`src/rtl/pcie_tlp_pkg.sv`:
```
// rtl/pcie_tlp_pkg.sv - shared TLP header constants and completion helper functions
package pcie_tlp_pkg;

  // {fmt[1:0], type[4:0]} codes as they appear in DW0[30:24]
  localparam logic [6:0] FMT_TYPE_MRD32 = 7'b0000000;
  localparam logic [6:0] FMT_TYPE_CPLD  = 7'b1001010;

  // Completion status codes carried in CplD DW1[15:13]
  localparam logic [2:0] CPL_STATUS_SC  = 3'b000;
  localparam logic [2:0] CPL_STATUS_UR  = 3'b001;
  localparam logic [2:0] CPL_STATUS_CRS = 3'b010;
  localparam logic [2:0] CPL_STATUS_CA  = 3'b100;

  // Byte count of a single-DW read from its first byte enables; an empty
  // BE still reports one byte.
  function automatic logic [11:0] be_byte_count(input logic [3:0] be);
    logic [11:0] bc;
    casez (be)
      4'b1??1:                   bc = 12'd4;
      4'b01?1, 4'b1?10:          bc = 12'd3;
      4'b0011, 4'b0110, 4'b1100: bc = 12'd2;
      default:                   bc = 12'd1;
    endcase
    return bc;
  endfunction

  // Byte offset of the first enabled byte, feeding lower_addr[1:0]
  function automatic logic [1:0] be_lower_ofs(input logic [3:0] be);
    logic [1:0] ofs;
    casez (be)
      4'b???1: ofs = 2'd0;
      4'b??10: ofs = 2'd1;
      4'b?100: ofs = 2'd2;
      4'b1000: ofs = 2'd3;
      default: ofs = 2'd0;
    endcase
    return ofs;
  endfunction

endpackage

```
`src/rtl/cpld_byte_count.sv`:
```
// rtl/cpld_byte_count.sv - combinational first-BE decode for completion byte count and lower address
module cpld_byte_count
  import pcie_tlp_pkg::*;
(
  input  logic [3:0]  first_be,
  output logic [11:0] byte_count,
  output logic [1:0]  lower_ofs
);

  // Pure decode of the latched first BE
  always_comb begin
    byte_count = be_byte_count(first_be);
    lower_ofs  = be_lower_ofs(first_be);
  end

endmodule

```
`src/rtl/bar_rd_completer.sv`:
```
// rtl/bar_rd_completer.sv - BAR register completer turning MRd32 requests into 3DW CplD
module bar_rd_completer
  import pcie_tlp_pkg::*;
#(
  parameter int BAR_INDEX      = 0,
  parameter int REG_ADDR_W     = 10,
  parameter int REG_RD_LATENCY = 2
) (
  input  logic                  trn_clk,
  input  logic                  trn_reset,
  input  logic                  trn_lnk_up_n,
  input  logic [63:0]           trn_rd,
  input  logic [7:0]            trn_rrem_n,
  input  logic                  trn_rsof_n,
  input  logic                  trn_reof_n,
  input  logic                  trn_rsrc_rdy_n,
  input  logic                  trn_rsrc_dsc_n,
  input  logic [6:0]            trn_rbar_hit_n,
  output logic                  trn_rdst_rdy_n,
  output logic [63:0]           trn_td,
  output logic [7:0]            trn_trem_n,
  output logic                  trn_tsof_n,
  output logic                  trn_teof_n,
  output logic                  trn_tsrc_rdy_n,
  input  logic                  trn_tdst_rdy_n,
  input  logic [3:0]            trn_tbuf_av,
  input  logic [15:0]           cfg_completer_id,
  output logic                  tx_req,
  input  logic                  tx_gnt,
  output logic                  reg_rd_en,
  output logic [REG_ADDR_W-1:0] reg_rd_addr,
  input  logic [31:0]           reg_rd_data,
  output logic                  unsupported_req
);

  typedef enum logic [2:0] {
    IDLE = 3'd0,
    HDR2 = 3'd1,
    RD   = 3'd2,
    ARB  = 3'd3,
    TX0  = 3'd4,
    TX1  = 3'd5
  } state_t;

  localparam logic [2:0] LAT = 3'(REG_RD_LATENCY);

  state_t      state;
  state_t      state_nxt;
  logic        rst;
  logic        rx_beat;
  logic        rd_sof;
  logic        mrd_ok;
  logic [2:0]  tc_q;
  logic [1:0]  attr_q;
  logic [15:0] req_id_q;
  logic [7:0]  tag_q;
  logic [3:0]  be_q;
  logic [31:0] addr_q;
  logic [31:0] data_q;
  logic [2:0]  lat_cnt;
  logic [11:0] byte_count;
  logic [1:0]  lower_ofs;
  logic [31:0] cpl_dw0;
  logic [31:0] cpl_dw1;
  logic [31:0] cpl_dw2;
  logic [31:0] cpl_data;
  logic        unused_bits;

  // Link down behaves exactly like reset
  assign rst     = trn_reset | trn_lnk_up_n;
  assign rx_beat = !trn_rsrc_rdy_n && !trn_rdst_rdy_n;

  // A data-less request (fmt[1]=0) hitting our BAR is a read we must answer or reject
  assign rd_sof = rx_beat && !trn_rsof_n && !trn_rbar_hit_n[BAR_INDEX] && !trn_rd[62];
  assign mrd_ok = rd_sof && (trn_rd[62:56] == FMT_TYPE_MRD32)
                  && (trn_rd[41:32] == 10'd1) && !trn_rd[47];

  // Rx is stalled for the whole time a read is in flight so only one is ever outstanding
  assign trn_rdst_rdy_n = (state == RD) || (state == ARB) || (state == TX0) || (state == TX1);
  assign reg_rd_addr    = addr_q[REG_ADDR_W+1:2];

  cpld_byte_count u_byte_count (
    .first_be   (be_q),
    .byte_count (byte_count),
    .lower_ofs  (lower_ofs)
  );

  assign cpl_dw0  = {1'b0, FMT_TYPE_CPLD, 1'b0, tc_q, 4'b0, 1'b0, 1'b0, attr_q, 2'b0, 10'd1};
  assign cpl_dw1  = {cfg_completer_id, CPL_STATUS_SC, 1'b0, byte_count};
  assign cpl_dw2  = {req_id_q, tag_q, 1'b0, addr_q[6:2], lower_ofs};
  assign cpl_data = {data_q[7:0], data_q[15:8], data_q[23:16], data_q[31:24]};

  assign unused_bits = ^{trn_rrem_n, trn_tbuf_av, trn_rbar_hit_n, addr_q};

  // State register
  always_ff @(posedge trn_clk) begin
    if (rst) state <= IDLE;
    else     state <= state_nxt;
  end

  // Request field capture, register-latency counter and reject pulse
  always_ff @(posedge trn_clk) begin
    if (rst) begin
      tc_q            <= '0;
      attr_q          <= '0;
      req_id_q        <= '0;
      tag_q           <= '0;
      be_q            <= '0;
      addr_q          <= '0;
      data_q          <= '0;
      lat_cnt         <= '0;
      unsupported_req <= 1'b0;
    end else begin
      unsupported_req <= (state == IDLE) && rd_sof && !mrd_ok;
      if (state == IDLE && mrd_ok) begin
        tc_q     <= trn_rd[54:52];
        attr_q   <= trn_rd[45:44];
        req_id_q <= trn_rd[31:16];
        tag_q    <= trn_rd[15:8];
        be_q     <= trn_rd[3:0];
      end
      if (state == HDR2 && rx_beat) addr_q <= trn_rd[63:32];
      if (state == RD) begin
        lat_cnt <= lat_cnt + 3'd1;
        if (lat_cnt == LAT) data_q <= reg_rd_data;
      end else begin
        lat_cnt <= '0;
      end
    end
  end

  // Next state and Tx/register-port outputs
  always_comb begin
    state_nxt      = state;
    trn_tsof_n     = 1'b1;
    trn_teof_n     = 1'b1;
    trn_tsrc_rdy_n = 1'b1;
    trn_td         = '0;
    trn_trem_n     = 8'hFF;
    tx_req         = 1'b0;
    reg_rd_en      = 1'b0;
    case (state)
      IDLE: begin
        if (mrd_ok) state_nxt = HDR2;
      end
      HDR2: begin
        // A discontinued or over-long request is abandoned without a reply
        if (!trn_rsrc_dsc_n)  state_nxt = IDLE;
        else if (rx_beat)     state_nxt = trn_reof_n ? IDLE : RD;
      end
      RD: begin
        reg_rd_en = (lat_cnt == 3'd0);
        if (lat_cnt == LAT) state_nxt = ARB;
      end
      ARB: begin
        tx_req = 1'b1;
        if (tx_gnt && trn_tbuf_av[2]) state_nxt = TX0;
      end
      TX0: begin
        tx_req         = 1'b1;
        trn_tsof_n     = 1'b0;
        trn_tsrc_rdy_n = 1'b0;
        trn_td         = {cpl_dw0, cpl_dw1};
        if (!trn_tdst_rdy_n) state_nxt = TX1;
      end
      TX1: begin
        tx_req         = 1'b1;
        trn_teof_n     = 1'b0;
        trn_tsrc_rdy_n = 1'b0;
        trn_trem_n     = 8'h00;
        trn_td         = {cpl_dw2, cpl_data};
        if (!trn_tdst_rdy_n) state_nxt = IDLE;
      end
      default: state_nxt = IDLE;
    endcase
  end

endmodule

```
`config.mk`:
```
export PLATFORM = sky130hd
export DESIGN_NAME = bar_rd_completer
export DESIGN_NICKNAME = d
export VERILOG_FILES = /design/src/rtl/pcie_tlp_pkg.sv /design/src/rtl/cpld_byte_count.sv /design/src/rtl/bar_rd_completer.sv
export SDC_FILE = /design/constraint.sdc
export NUM_CORES = 1
export LEC_CHECK = 0
export BUFFER_PORTS_ARGS = -buffer_cell sky130_fd_sc_hd__buf_2
export CAP_MARGIN = 15
export CELL_PAD_IN_SITES_DETAIL_PLACEMENT = 0
export CELL_PAD_IN_SITES_GLOBAL_PLACEMENT = 1
export CORE_MARGIN = 4
export CORE_UTILIZATION = 27
export CTS_BUF_LIST = sky130_fd_sc_hd__clkbuf_8
export CTS_CLUSTER_DIAMETER = 150
export DETAILED_ROUTE_END_ITERATION = 7
export PLACE_DENSITY = 0.71
export SLEW_MARGIN = 40
export SYNTH_ARGS = -nofsm -noshare
export SYNTH_HDL_FRONTEND = slang
export SYNTH_SLANG_ARGS = --single-unit
```
`constraint.sdc`:
```
create_clock -name trn_clk -period 1.8 [get_ports trn_clk]
set_input_delay 0.18 -clock trn_clk [delete_from_list [all_inputs] [get_ports trn_clk]]
set_output_delay 0.18 -clock trn_clk [all_outputs]
set_load 0.05 [all_outputs]
```
==> flow_metrics.env <==
export IMPL_status="finished, violations left"
export IMPL_violations="negative setup slack"
export IMPL_routed_wl_mm=14.5
export IMPL_gp_congestion=0.800
export IMPL_cp_cell_sequence="nor2b_4, and2_4, buf_12, inv_6, o31ai_4, buf_6"
export IMPL_synth_top_area_share_pct=40.4
export IMPL_drc=0
export IMPL_cp_end_kind="output pin"
export IMPL_power_density_nw_per_um2=602
export IMPL_antenna_found_initial=1
export IMPL_drtIter0Drc=220
export IMPL_max_freq_mhz=546
export IMPL_rsz0062_at_grt="true"
export IMPL_first_pass_iters=4
export IMPL_grt_start_max_net_pins=37
export IMPL_synth_edff_count=0
export IMPL_finalNetCount=838
export IMPL_power_total_w=0.00375
export IMPL_hold_viol_final=0
export IMPL_cts_buffers=9
export IMPL_ys_ff_latch=82
export IMPL_synthArstFlopShare_pct=0
export IMPL_startpoint_type="register"
export IMPL_die_x_um=131
export IMPL_final_cell_mix="buf_2 (134), nand2_1 (90), a21oi_1 (80)"
export IMPL_min_path_type="input pin to register"
export IMPL_grt_pass1_wl_mm=21.3
export IMPL_insertion_delay_ns=0.36
export IMPL_fin_area_um2=6240
export IMPL_clockBufferDepth=2
export IMPL_synth_top_cell_by_area="dfxtp_1"
export IMPL_fp_row_count=44
export IMPL_grt_overflow=0
export IMPL_ys_top_cells_by_area="dfxtp_1 (40%), a21oi_1 (9.8%), nand2_1 (8.5%)"
export IMPL_io_pins=229
export IMPL_netlist_area_um2=4070
export IMPL_cts_sinks=82
export IMPL_ir_drop_v=0.000447
export IMPL_synth_ff_type="dfxtp_1"
export IMPL_maxCapViolations=0
export IMPL_root_buffer="clkbuf_8"
export IMPL_area_growth_pct=53.5
export IMPL_syn_nets=658
export IMPL_track_usage_pct=15.9
export IMPL_dp_slack_ns=0.0647
export IMPL_vias_per_cell=5.01
export IMPL_slew_violations=0
export IMPL_ys_seq_area_share_pct=40.4
export IMPL_grt_pass1_vias=4382
export IMPL_dpl_hpwl_mm=9.98
export IMPL_vias=4436
export IMPL_final_antenna_net_count=0
export IMPL_fp_coreArea_um2=14600
export IMPL_worstPathArrival_ns=1.65
export IMPL_min_period_ns=1.83
export IMPL_drive_above_1_share_pct=40.9
export IMPL_skew_ns=0.00921
export IMPL_layout_commonest_cell="buf_2"
export IMPL_wl_per_cell_um=16.4
export IMPL_synth_warnings=0
export IMPL_synthesis_instances=515
export IMPL_die_area_um2=17100
export IMPL_cts_tree="yes"
export IMPL_cp_max_fo=11
export IMPL_port_buffers=199
export IMPL_setup_ws_ns=-0.0326
export IMPL_period_share_pct=102
export IMPL_syn_area_per_cell_um2=7.89
export IMPL_path_class="register to output pin"
export IMPL_setup_viol=3
export IMPL_slowest_delay_ns=0.36
export IMPL_htreeDepth=3
export IMPL_die_h_um=131
export IMPL_synth_distinct_cells=42
export IMPL_utilization_pct=42.6
export IMPL_cp_required_ns=1.62
export IMPL_start_util_pct=27.8
export IMPL_placed_area_um2=5310
export IMPL_cts_reportedPaths_clkPinSlew_ns=0.09
export IMPL_slowest_stage="dfxtp_2"
export IMPL_leakagePower_nw=2.51
[per-stage QoR]
stage | TNS [ns] | std cells | hold slack (ns)
2_1_floorplan | 0 | 515 | 0.316
3_3_place_gp | 0 | 857 | 0.425
3_5_place_dp | 0 | 857 | 0.429
4_1_cts | -2.89 | 876 | 0.0165
5_1_grt | -2.49 | 885 | 0.0320
6_report | -0.0769 | 885 | 0.0487
[Yosys cell counts, types with 5 or more instances]
library cell  instances
a21oi_1              80
a22o_1               21
and3_1               36
buf_2                22
buf_4                12
clkbuf_1             29
dfxtp_1              82
inv_1                 5
nand2_1              92
nand4_1              35
nor2_1               14
o31ai_1              34
[report_power, final]
part / total (W) / internal, W / switching (W)
sequential: 0.00181 / 0.00181 / 0.0000000771
clock: 0.00176 / 0.00106 / 0.000702
combinational: 0.000182 / 0.0000944 / 0.0000872
total: 0.00375 / 0.00296 / 0.000790
[registers in the layout, indices dropped and copies added (netlist names)]
register         count
addr_q              10
attr_q               2
be_q                 4
data_q              32
lat_cnt              3
req_id_q            16
state                3
tag_q                8
tc_q                 3
unsupported_req      1
[cells by family (layout without fill, tap and decap cells)]
family | Yosys count | in the layout | synth area share [%]
AND/OR/NAND/NOR | 208 | 208 | 26.3
AO/OA/AOI/OAI | 146 | 146 | 22.9
flip-flops | 82 | 82 | 40.4
buffers and inverters | 73 | 258 | 8.71
adder cells (fa/ha/maj) | 3 | 3 | 0.923
XOR/XNOR | 2 | 2 | 0.616
other | 1 | 2 | 0.0922
[worst paths after layout]
| path | start | end | cells past startpoint | slack (ns) |
|---|---|---|---|---|
| worst max register to register | state[0] | state[1] | 7 | 0.15 |
| worst min-delay path | trn_rd[42] | addr_q[10] | 3 | 0.05 |
| worst min register to register | lat_cnt[0] | lat_cnt[0] | 1 | 0.45 |
| worst max-delay path | state[0] | trn_td[32] | 6 | -0.03 |
[worst max-delay path, delay by kind of cell, from the launching register on]
family	cells	cell delay, ns
and+or+nand+nor	2	0.39
buffers and inverters	3	0.37
DFF	1	0.36
AOI/OAI and AO/OA	1	0.17
[routing by layer]
layer | GRT usage (%) | part of all wire, %
met3 | 4.19 | 7.2
met4 | 6.90 | 2.3
met2 | 25.5 | 46
met5 | 0 | 0
met1 | 20.0 | 44
[area by class of cell]
class	count	area [µm²]
repair buffers	235	1860
inverters	7	31.3
multi-input cells	360	2200
clock inverters	7	141
fillers	1477	8410
clock buffers	9	124
well taps	184	230
flip-flops and latches	82	1650
diodes	1	2.50
[what timing repair did]
item | CTS | global route
hold buffers | 0 | 0
buffers inserted | 2 | 7
endpoints found under the setup margin | 75 | 68
cloned | 1 | 2
gates resized for setup | 68 | 133
pin swaps | 7 | 3
No activity file was read; power rests on OpenSTA's default activity.
